==> src/rtl/snake_pkg.sv <==
// Shared types and helpers for the snake LED-matrix renderer.
package snake_pkg;

  localparam int N_DEF = 4;
  localparam int MAXB = 1024;

  typedef enum logic {
    IDLE  = 1'b0,
    BUILD = 1'b1
  } state_t;

  // One spare code above N*N so out-of-range indices are representable.
  function automatic int cell_w(input int n);
    return $clog2(n * n + 1);
  endfunction

  function automatic logic [MAXB-1:0] border_mask(input int w);
    logic [MAXB-1:0] m;
    m = '0;
    for (int r = 0; r < w; r++)
      for (int c = 0; c < w; c++)
        if (r == 0 || c == 0 || r == w - 1 || c == w - 1)
          m[r*w+c] = 1'b1;
    return m;
  endfunction

  function automatic int cell_to_led(input int pos, input int n);
    return (pos / n + 1) * (n + 2) + (pos % n) + 1;
  endfunction

endpackage

==> src/rtl/snake_matrix_render_scan.sv <==
// Row-multiplexed scan of a WxW bitmap: one-hot row select plus
// the matching column bits, registered together.
module matrix_scan #(
  parameter int W   = 6,
  parameter int DIV = 1000
) (
  input  logic           clock,
  input  logic           reset,
  input  logic [W*W-1:0] bitmap,
  output logic [W-1:0]   row_sel,
  output logic [W-1:0]   col_data
);

  localparam int RW = (W > 1) ? $clog2(W) : 1;
  localparam int DW = (DIV > 1) ? $clog2(DIV) : 1;
  localparam logic [DW-1:0] DLAST = DW'(DIV - 1);
  localparam logic [RW-1:0] RLAST = RW'(W - 1);

  logic [DW-1:0] cnt;
  logic [RW-1:0] row;
  logic [RW-1:0] row_nx;
  logic          wrap;

  assign wrap = (cnt == DLAST);

  always_comb begin
    row_nx = row;
    if (wrap)
      row_nx = (row == RLAST) ? '0 : row + RW'(1);
  end

  always_ff @(posedge clock) begin
    if (reset) begin
      cnt      <= '0;
      row      <= '0;
      row_sel  <= W'(1);
      col_data <= '1;
    end else begin
      cnt      <= wrap ? '0 : cnt + DW'(1);
      row      <= row_nx;
      row_sel  <= W'(1) << row_nx;
      col_data <= W'(bitmap >> (int'(row_nx) * W));
    end
  end

endmodule

==> src/rtl/snake_matrix_render.sv <==
// Snake LED-matrix renderer: back/front buffers with border,
// blinking apple overlay and row scan output.
module snake_matrix_render
  import snake_pkg::*;
#(
  parameter  int N         = N_DEF,
  parameter  int SCAN_DIV  = 1000,
  parameter  int BLINK_DIV = 25000000,
  localparam int PW        = cell_w(N),
  localparam int W         = N + 2
) (
  input  logic           clock,
  input  logic           reset,
  input  logic           frame_start,
  input  logic           cell_valid,
  input  logic [PW-1:0]  cell_pos,
  output logic           cell_ready,
  input  logic           frame_commit,
  input  logic [PW-1:0]  apple_pos,
  input  logic           apple_en,
  output logic           frame_done,
  output logic           range_err,
  output logic [W*W-1:0] leds,
  output logic [W-1:0]   row_sel,
  output logic [W-1:0]   col_data
);

  localparam int WW = W * W;
  localparam int NN = N * N;
  localparam logic [PW-1:0] NN_L = PW'(NN);
  localparam logic [MAXB-1:0] BFULL = border_mask(W);
  localparam logic [WW-1:0] BORDER = BFULL[WW-1:0];
  localparam logic [WW-1:0] ONE = WW'(1);
  localparam int BW = (BLINK_DIV > 1) ? $clog2(BLINK_DIV) : 1;
  localparam logic [BW-1:0] BLAST = BW'(BLINK_DIV - 1);

  state_t        state;
  logic [WW-1:0] back;
  logic [WW-1:0] front;
  logic [WW-1:0] back_nx;
  logic [WW-1:0] apple_mask;
  logic [WW-1:0] apple_nx;
  logic [BW-1:0] bcnt;
  logic          blink;
  logic          pos_ok;
  logic          apple_ok;

  assign pos_ok     = (cell_pos < NN_L);
  assign apple_ok   = (apple_pos < NN_L);
  assign cell_ready = (state == BUILD);

  always_comb begin
    back_nx = back;
    if (cell_valid && pos_ok)
      back_nx = back | (ONE << cell_to_led(int'(cell_pos), N));
  end

  always_comb begin
    apple_nx = '0;
    if (apple_en && apple_ok)
      apple_nx = ONE << cell_to_led(int'(apple_pos), N);
  end

  always_ff @(posedge clock) begin
    if (reset) begin
      state      <= IDLE;
      back       <= BORDER;
      front      <= BORDER;
      apple_mask <= '0;
      frame_done <= 1'b0;
      range_err  <= 1'b0;
    end else begin
      frame_done <= 1'b0;
      if (frame_start) begin
        back      <= BORDER;
        range_err <= 1'b0;
        state     <= BUILD;
      end else if (state == BUILD) begin
        back <= back_nx;
        if (cell_valid && !pos_ok)
          range_err <= 1'b1;
        // The same-cycle cell write lands in the committed frame too.
        if (frame_commit) begin
          front      <= back_nx;
          apple_mask <= apple_nx;
          state      <= IDLE;
          frame_done <= 1'b1;
        end
      end
    end
  end

  always_ff @(posedge clock) begin
    if (reset) begin
      bcnt  <= '0;
      blink <= 1'b1;
    end else if (bcnt == BLAST) begin
      bcnt  <= '0;
      blink <= ~blink;
    end else begin
      bcnt <= bcnt + BW'(1);
    end
  end

  // An apple on a snake cell stays lit because front already has it.
  assign leds = front | (blink ? apple_mask : '0);

  matrix_scan #(
    .W   (W),
    .DIV (SCAN_DIV)
  ) u_scan (
    .clock    (clock),
    .reset    (reset),
    .bitmap   (leds),
    .row_sel  (row_sel),
    .col_data (col_data)
  );

endmodule

==> config.mk <==
export PLATFORM = sky130hd
export DESIGN_NAME = snake_matrix_render
export DESIGN_NICKNAME = d
export VERILOG_FILES = /design/src/rtl/snake_pkg.sv /design/src/rtl/snake_matrix_render_scan.sv /design/src/rtl/snake_matrix_render.sv
export SDC_FILE = /design/constraint.sdc
export NUM_CORES = 1
export LEC_CHECK = 0
export BUFFER_PORTS_ARGS = -buffer_cell sky130_fd_sc_hd__buf_4
export CAP_MARGIN = 5
export CORE_ASPECT_RATIO = 1.2
export CORE_MARGIN = 2
export CORE_UTILIZATION = 54
export CTS_CLUSTER_SIZE = 12
export DETAILED_ROUTE_END_ITERATION = 7
export PLACE_DENSITY_LB_ADDON = 0.2
export SETUP_SLACK_MARGIN = 0.1
export SYNTH_ARGS = -nofsm -noshare
export SYNTH_HDL_FRONTEND = slang
export SYNTH_HIERARCHICAL = 1
export SYNTH_SLANG_ARGS = --single-unit
==> constraint.sdc <==
create_clock -name clock -period 3.4 [get_ports clock]
set_input_delay 0.34 -clock clock [delete_from_list [all_inputs] [get_ports clock]]
set_output_delay 0.34 -clock clock [all_outputs]
set_load 0.02 [all_outputs]
# After elaboration in Yosys (flattened, before gate mapping)
# Index checks and enable logic that the tools add are counted.
# Widths: inputs -> output; s select.
[totals]
ff_bits = 162
in_bits = 16
wordCells = 57
[classes]
add_sub_neg = 9
n_mul = 3
n_lt_le_gt_ge = 2
eq_ne = 3
shift = 4
mux = 9
n_bitwise = 5
reduce_logical = 10
[op_table]
columns = ["cell", "count"]
rows = [
  ["$mux 36", 3],
  ["$or 36x36->36", 2],
  ["$shl 1x9->36 const A", 2],
  ["$shr 36x32->6", 1],
  ["$add 25x1->25 const B", 1],
  ["$eq 25x25->1 const B", 1],
  ["$add 8x1->9 const B", 2],
  ["$add 7x2->8", 2],
  ["$mul 4x2->6 const B", 2],
  ["$add 10x1->10 const B", 1],
  ["$eq 10x10->1 const B", 1],
  ["$lt 5x5->1 const B", 2],
  ["$add 3x1->4 const B", 2],
  ["$mux 3", 2],
  ["$reduce_or 2->1", 3],
  ["$shl 1x3->6 const A", 1],
  ["$mul 3x2->5 const B", 1],
  ["$mux 1", 4],
  ["$add 3x1->3 const B", 1],
  ["$eq 3x3->1 const B", 1],
  ["$logic_and 1x1->1", 3],
  ["$not 1->1", 3],
  ["$reduce_and 3->1", 1],
  ["$reduce_or 3->1", 1],
  ["other kinds (2)", 2],
]

# Depth between registers and ports, before layout
# Gate-level depths: netlist of the first run.
[depth]
word_depth = 7
ltp_mapped = 14

# Hierarchy
# Netlist of the first run, hierarchy kept.
[modules_own_cells]
columns = ["mod", "instances", "cells_each", "area_each_um2", "seq_area_each_um2"]
rows = [
  ["snake_matrix_render", 1, 727, 6312.3, 2742.6],
  ["matrix_scan", 1, 136, 1317.5, 500.5],
]

# Worst setup path after synthesis of the first run
# No wires, ideal clock.
[synth_path]
kind = "in2reg"
from = "input cell_pos[2]"
to = "register back[27]"
setup_ps = 87
arrival_time_ps = 3202
required_time_ps = 3313
slack_ps = 111
path_stages = 13
path_buffers = 3
path_cell_list = "buf_2 -> inv_1 -> ha_1 -> buf_2 -> inv_1 -> ha_1 -> a21oi_2 -> a221oi_2 -> mux2_2 -> xnor2_1 -> nand3_1 -> clkbuf_1 -> o31ai_1"
[synth_via]
elab_chain_cells = 7
word_cells_on_any_way = 9
classes_between = "add/sub (3); mul (1); order compare (1); shift (1); mux (1); bitwise (1); reduce/logical (1)"
[synth_lines]
columns = ["item", "line_no", "rtl"]
rows = [
  ["start: declaration", "snake_matrix_render.sv:16", "input logic [PW-1:0] cell_pos,"],
  ["$add 3x1->4", "snake_pkg.sv:28", "return (pos / n + 1) * (n + 2) + (pos % n) + 1;"],
  ["$mul 4x2->6", "snake_pkg.sv:28", ""],
  ["$add 7x2->8", "snake_pkg.sv:28", ""],
  ["$add 8x1->9", "snake_pkg.sv:28", ""],
  ["$shl 1x9->36", "snake_matrix_render.sv:55", "back_nx = back | (ONE << cell_to_led(int'(cell_pos), N));"],
  ["$or 36x36->36", "snake_matrix_render.sv:55", ""],
  ["$mux 36 *", "snake_matrix_render.sv:54", "if (cell_valid && pos_ok)"],
  ["end signal: assignment", "snake_matrix_render.sv:79", "back <= back_nx;"],
  ["end: declaration", "snake_matrix_render.sv:38", "logic [WW-1:0] back;"],
]
# Every way passes the cells marked *; elsewhere a longest branch is shown, timed or not.
# A chain may end at the register's enable or synchronous reset.

# Final worst setup path of the first run
[layout_path]
from = "register u_scan.cnt[0]"
to = "register u_scan.col_data[2]"
[layout_via]
elab_chain_cells = 4
[layout_lines]
columns = ["item", "line_no", "rtl"]
rows = [
  ["start: declaration", "snake_matrix_render_scan.sv:19", "logic [DW-1:0] cnt;"],
  ["start signal: assignment", "snake_matrix_render_scan.sv:39", "cnt <= wrap ? '0 : cnt + DW'(1);"],
  ["$eq 10x10->1", "snake_matrix_render_scan.sv:24", "assign wrap = (cnt == DLAST);"],
  ["$mux 3", "snake_matrix_render_scan.sv:28", "if (wrap)"],
  ["$mul 3x2->5", "snake_matrix_render_scan.sv:42", "col_data <= W'(bitmap >> (int'(row_nx) * W));"],
  ["$shr 36x32->6", "snake_matrix_render_scan.sv:42", ""],
  ["end signal: assignment", "snake_matrix_render_scan.sv:42", ""],
  ["end: declaration", "snake_matrix_render_scan.sv:11", "output logic [W-1:0] col_data"],
]
# No other way between the ends.

==> flow_metrics.py, run 1 <==
metrics = {
    "critical_path": {
        "slowest_stage": "a2111oi_0",
        "critPathArrivalTime_ns": 3.06,
        "crit_type": "flop to flop",
        "startpoint_type": "flop",
        "required_ns": 3.65,
        "path_cells": "ha_1, nand4b_2, nor4_4, mux2i_1, a2111oi_0, a221oi_1",
        "slowest_delay_ns": 0.93,
        "r2r-start": "u_scan/cnt[0]",
        "cp.buffers_inverters": 0,
        "crit_start": "u_scan/cnt[0]",
        "end_kind": "flop",
        "crit_fanout": 7,
        "cp_top_family": "compound AO/OA/AOI/OAI gates",
    },
    "sta": {
        "setup_viol": 0,
        "period_share_pct": 82.63,
        "rsz0062_at_grt": "no",
        "fin_hold_ws_ns": 0.1812,
        "min_period_ns": 2.809,
        "slew_headroom_pct": 19.68,
        "tightestPinTransition_ns": 1.199,
        "slew_violations": 0,
        "hold_viol_final": 0,
        "tns_ns": 0,
        "max_freq_mhz": 355.9,
        "fin_skew_ns": 0.005099,
    },
    "place": {
        "place_congestion": 0.9049,
        "port_buffers": 66,
        "post-dp-hpwl_um": 15410,
    },
    "routing": {
        "drt_iter0_drc": 733,
        "drt-pass1-iter-count": 8,
        "wirelength_um": 20830,
        "wl_per_cell_um": 18.85,
        "via_per_inst": 6.120,
        "ant_nets": 0,
        "via_count": 6763,
        "drc": 0,
    },
    "die": {
        "io-pin-count": 67,
        "fp.dieH_um": 134.2,
        "dieWidth_um": 112.5,
        "die_area_mm2": 0.01510,
        "core_mm2": 0.01382,
        "start_util_pct": 55.21,
        "fp-row-count": 47,
    },
    "finish": {
        "diodes": 0,
        "finalNetCount": 952,
        "nFillCells": 1146,
        "area_delta_synth_final_pct": 16.74,
        "layout-drive-gt1-share_pct": 15.63,
    },
    "synth": {
        "synth.most_common_cell": "dfxtp_1",
        "post_synth.cell_area_avg_um2": 8.841,
        "synth_edf_count": 0,
        "yosys_warnings": 6,
        "synth_area_mm2": 0.007630,
        "synthArstFlopShare_pct": 0,
        "synth_largest_area_cell": "dfxtp_1",
        "synth_area_leaders": "dfxtp_1 (43%), nor2_1 (5.7%), mux2i_1 (4.7%)",
        "seq_area_frac_synth_pct": 42.51,
        "synth_cell_types": 71,
        "synth.top_cell.area_share_pct": 42.51,
        "synthCells": 863,
        "synth-main-ff-cell": "dfxtp_1",
        "synth_common_cells": "dfxtp_1 (162), nor2_1 (116), nand2_1 (78)",
        "ys_seq_elements": 162,
        "synth_nets": 893,
    },
    "clock_tree": {
        "cts_hold_buf": 0,
        "cts_resized": 0,
        "clk_path_buf_depth": 2,
        "clock_latency_ns": 0.43,
        "clock_sinks": 162,
        "h-tree-depth": 4,
        "cts_made_buffers": 17,
        "postCtsSetupBuffers": 0,
        "cts_tree": "done",
        "cts_root_buffer": "clkbuf_16",
        "clk_pin_slew_ns": 0.06,
    },
    "global_routing": {
        "grt_pass1_wl_um": 33150,
        "grt_use_met3_pct": 5.197,
        "grt_antenna_before_repair": 0,
        "grt_max_degree": 50,
        "use_met1_pct": 33.93,
        "grt-busiest-layer": "met2",
        "use_met2_pct": 47.16,
        "gr-total-overflow": 0,
        "grt_usage_pct": 27.74,
        "first_global_vias": 6449,
    },
    "min_path": {
        "holdCritStartpoint": "cell_valid",
        "hp-class": "primary input to flop",
    },
    "power": {
        "leakagePower_nw": 3.551,
        "p_per_area_mw_per_mm2": 484.1,
        "peakVddDrop_v": 0.0003659,
    },
    "job": {
        "drv_cap": 0,
    },
    "outcome": {
        "status": "completed",
    },
}
==> state kept, by name, summed over array words and instances, names as in the netlist, 3 cells and up <==
signal,count
apple_mask,36
back,36
bcnt,25
front,36
u_scan/cnt,10
u_scan/col_data,6
u_scan/row,3
u_scan/row_sel,6
==> cells by family after synthesis <==
family / synth area share [%]
AOI/OAI and AO/OA: 20.66
and+or+nand+nor: 19.97
muxes: 4.870
xor gates and xnor gates: 5.838
adders and majority gates: 2.493
buffers and inverters: 3.657
DFF: 42.51
==> worst paths after layout <==
check             depth (start not counted)                  to  slack [ns]
hold reg to reg                           2            back[33]        0.45
setup / recovery                          6  u_scan/col_data[2]        0.59
setup reg to reg                          6  u_scan/col_data[2]        0.59
hold / removal                            3           range_err        0.18
==> metal layers <==
metal,up-vias,share of wire [%]
met3,57,5.8
li1,3212,-
met1,3210,42
met5,-,0
met2,284,49
met4,0,3.7
==> placed cells by master, fill, tap and decap left out, types with 20 or more instances in the layout <==
cell / netlist / layout
a21o_1: 40 / 40
a21oi_1: 23 / 23
a22o_1: 23 / 23
buf_4: 2 / 88
dfxtp_1: 162 / 162
inv_1: 20 / 20
mux2i_1: 36 / 36
nand2_1: 78 / 78
nand3_1: 28 / 28
nor2_1: 116 / 114
nor3_1: 21 / 21
o21ai_0: 33 / 33
xnor2_1: 26 / 26
xor2_1: 23 / 23
==> cell type report <==
type	count	area [um2]	area share [%]
multi-input cells	632	4113	46.17
flip-flops and latches	162	3243	36.41
repair buffers	88	660.6	7.417
clock buffers	18	439.2	4.930
well taps	171	214.0	2.402
clock inverters	13	158.9	1.784
inverters	21	78.83	0.8850
==> worst min-delay path, stage by stage <==
cell	delay, ns
buf_4	0.09
a31oi_1	0.07
nor2_1	0.07
==> power breakdown <==
part / internal (mW) / switching [mW] / leakage [nW]
registers: 1.91 / 0.0108 / 1.31
logic: 0.142 / 0.300 / 1.95
clock network: 1.17 / 0.784 / 0.288
==> per-stage QoR <==
step	util [%]	setup slack, ns	instance area (um2)	total power [mW]	std cells
after floorplan	-	0.1113	7630	2.258	863
after global placement	60.13	0.3537	8309	2.376	1074
after detailed placement	60.13	0.2323	8309	2.392	1074
after CTS	64.45	0.6618	8907	4.323	1105
after global routing	64.45	0.4328	8907	4.446	1105
final	64.45	0.5906	8907	4.312	1105
No activity file was read; power rests on OpenSTA's default activity.
==> run 2, diff against run 1 <==
--- a/config.mk
+++ b/config.mk
@@ -9,7 +9,7 @@
 export CAP_MARGIN = 5
 export CORE_ASPECT_RATIO = 1.2
 export CORE_MARGIN = 2
-export CORE_UTILIZATION = 54
+export CORE_UTILIZATION = 55
 export CTS_CLUSTER_SIZE = 12
 export DETAILED_ROUTE_END_ITERATION = 7
 export PLACE_DENSITY_LB_ADDON = 0.2
==> constraint.sdc (replaced) <==
create_clock -name clock -period 2.6 [get_ports clock]
set_input_delay 0.26 -clock clock [delete_from_list [all_inputs] [get_ports clock]]
set_output_delay 0.26 -clock clock [all_outputs]
set_load 0.02 [all_outputs]
==> run 2 against run 1 <==
  * Global-route usage up 0.65 points
  * First-iteration DRC count down 19%
  * Utilization up 3.8 points
  * Highest routed layer unchanged
==> flow_metrics.py, run 2 (synthesized netlist as in run 1, its figures left out) <==
metrics = {
    "outcome": {
        "status": "completed",
    },
    "clock_tree": {
        "cts_tree": "done",
        "clk_path_buf_depth": 2,
        "clk_pin_slew_ns": 0.06,
        "clock_latency_ns": 0.43,
        "h-tree-depth": 4,
        "cts_made_buffers": 17,
        "cts_hold_buf": 0,
        "cts_root_buffer": "clkbuf_16",
        "postCtsSetupBuffers": 0,
        "clock_sinks": 162,
    },
    "critical_path": {
        "path_cells": "buf_4, buf_4, inv_6, ha_4, inv_4, ha_4, a21oi_4, buf_4, or4_1, nand4b_1, a211oi_2, buf_6, a311oi_1, o21bai_1",
        "slowest_stage": "or4_1",
        "crit_fanout": 13,
        "cp_common_cell": "buf_4",
        "required_ns": 2.91,
        "critPathArrivalTime_ns": 2.71,
        "ff2ff_path_depth": 7,
        "crit_type": "primary input to flop",
        "crit_start": "cell_pos[2]",
        "startpoint_type": "primary input",
        "slowest_delay_ns": 0.40,
        "r2r-start": "u_scan/cnt[0]",
        "end_kind": "flop",
    },
    "routing": {
        "routed-wl-met2_um": 10090,
        "wl_per_cell_um": 18.50,
        "m1WireLength_um": 8494,
        "top_layer_used": "met4",
        "wirelength_um": 21200,
        "via_count": 6912,
        "ant_nets": 0,
        "drt-pass1-iter-count": 5,
        "route.met3.wl_um": 1494,
        "via_per_inst": 6.031,
        "drc": 0,
        "drt_iter0_drc": 592,
    },
    "global_routing": {
        "grt_pass1_wl_um": 33670,
        "gr-total-overflow": 0,
        "grt_antenna_before_repair": 0,
        "first_global_vias": 6680,
        "grt_usage_pct": 28.38,
        "grt_max_degree": 50,
    },
    "sta": {
        "period_share_pct": 92.50,
        "slew_headroom_pct": 53.37,
        "rsz0062_at_grt": "no",
        "min_period_ns": 2.405,
        "fin_skew_ns": 0.005880,
        "tightestPinTransition_ns": 0.6995,
        "max_freq_mhz": 415.8,
        "hold_viol_final": 0,
        "setup_viol": 0,
        "slew_violations": 0,
        "worst_slack_ns": 0.1950,
        "tns_ns": 0,
    },
    "finish": {
        "finalNetCount": 993,
        "mostFrequentLayoutCells": "dfxtp_1 (162), buf_4 (126), nor2_1 (114)",
        "utilization_pct": 68.26,
        "area_delta_synth_final_pct": 22.58,
        "layout-drive-gt1-share_pct": 20.82,
        "reg_top3": "apple_mask x36, back x36, front x36",
        "stdcell_count": 1146,
        "diodes": 0,
        "nFillCells": 1071,
        "final_common_cell": "dfxtp_1",
    },
    "place": {
        "place_congestion": 0.9806,
        "post-dp-hpwl_um": 15920,
        "dp_slack_ns": -0.3520,
        "port_buffers": 66,
        "dp_cells": 1115,
    },
    "die": {
        "dieWidth_um": 111.5,
        "io-pin-count": 67,
        "start_util_pct": 55.68,
        "fp-row-count": 47,
        "die_area_mm2": 0.01483,
        "core_mm2": 0.01370,
        "fp.dieH_um": 133.0,
    },
    "power": {
        "peakVddDrop_v": 0.0005964,
        "p_per_area_mw_per_mm2": 597.8,
        "leakagePower_nw": 3.776,
    },
    "job": {
        "drv_cap": 0,
    },
    "min_path": {
        "hp-class": "primary input to flop",
        "holdCritStartpoint": "frame_start",
        "holdPathStages": 3,
    },
}
==> run 2: changes by cell type in the layout (fill, tap and decap cells not counted), sizes merged <==
cell	change
buf	+41
bufinv	-2
clkinv	+2
clkinvlp	-1
inv	+1
==> run 2: cell type report <==
cell class              instances  area (um2)  share of cell area (%)
well taps                     171       214.0                   2.288
repair buffers                129       997.2                   10.66
flip-flops and latches        162        3243                   34.68
clock inverters                13       110.1                   1.177
clock buffers                  18       439.2                   4.696
inverters                      21       86.33                  0.9231
multi-input cells             632        4263                   45.58
==> run 2: worst max-delay path: cells and delay by family <==
family,cells,cell delay (ns)
AND/OR/NAND/NOR,2,0.58
AO/OA/AOI/OAI,4,0.64
adder cells (fa/ha/maj),2,0.55
buffers and inverters,6,0.66
==> run 2: path summary, 6_finish.rpt <==
| check | to | slack (ns) |
|---|---|---|
| max | front[11] | 0.20 |
| min | cell_ready | 0.1 |
| max reg2reg | u_scan/col_data[3] | 0.24 |
| min reg2reg | back[14] | 0.46 |
==> run 2: metal layers <==
| metal | up-vias | global-route usage [%] |
|---|---|---|
| met5 | - | 0 |
| met4 | 0 | 16.53 |
| met3 | 68 | 5.818 |
| met2 | 324 | 46.38 |
| met1 | 3226 | 34.74 |
| li1 | 3294 | - |
==> run 2: metrics by stage <==
step | area [um2] | hold slack [ns] | power, mW
after floorplan | 7746 | 0.3774 | 2.988
after global placement | 8721 | 0.4326 | 3.240
final | 9353 | 0.09584 | 5.591
after detailed placement | 8721 | 0.4406 | 3.264
after CTS | 9280 | 0.08748 | 5.590
after global routing | 9353 | 0.1143 | 5.777
==> run 2: where the power goes <==
part           total [mW]  switching, mW  internal (mW)  leakage (nW)
clock                2.34           1.01           1.33         0.272
combinational       0.743          0.455          0.288          2.20
sequential           2.51         0.0118           2.49          1.31
==> run 2: what timing repair did <==
item / CTS / global route
pin swaps: 0 / 1
setup endpoints to repair: 5 / 28
gates resized for setup: 2 / 11
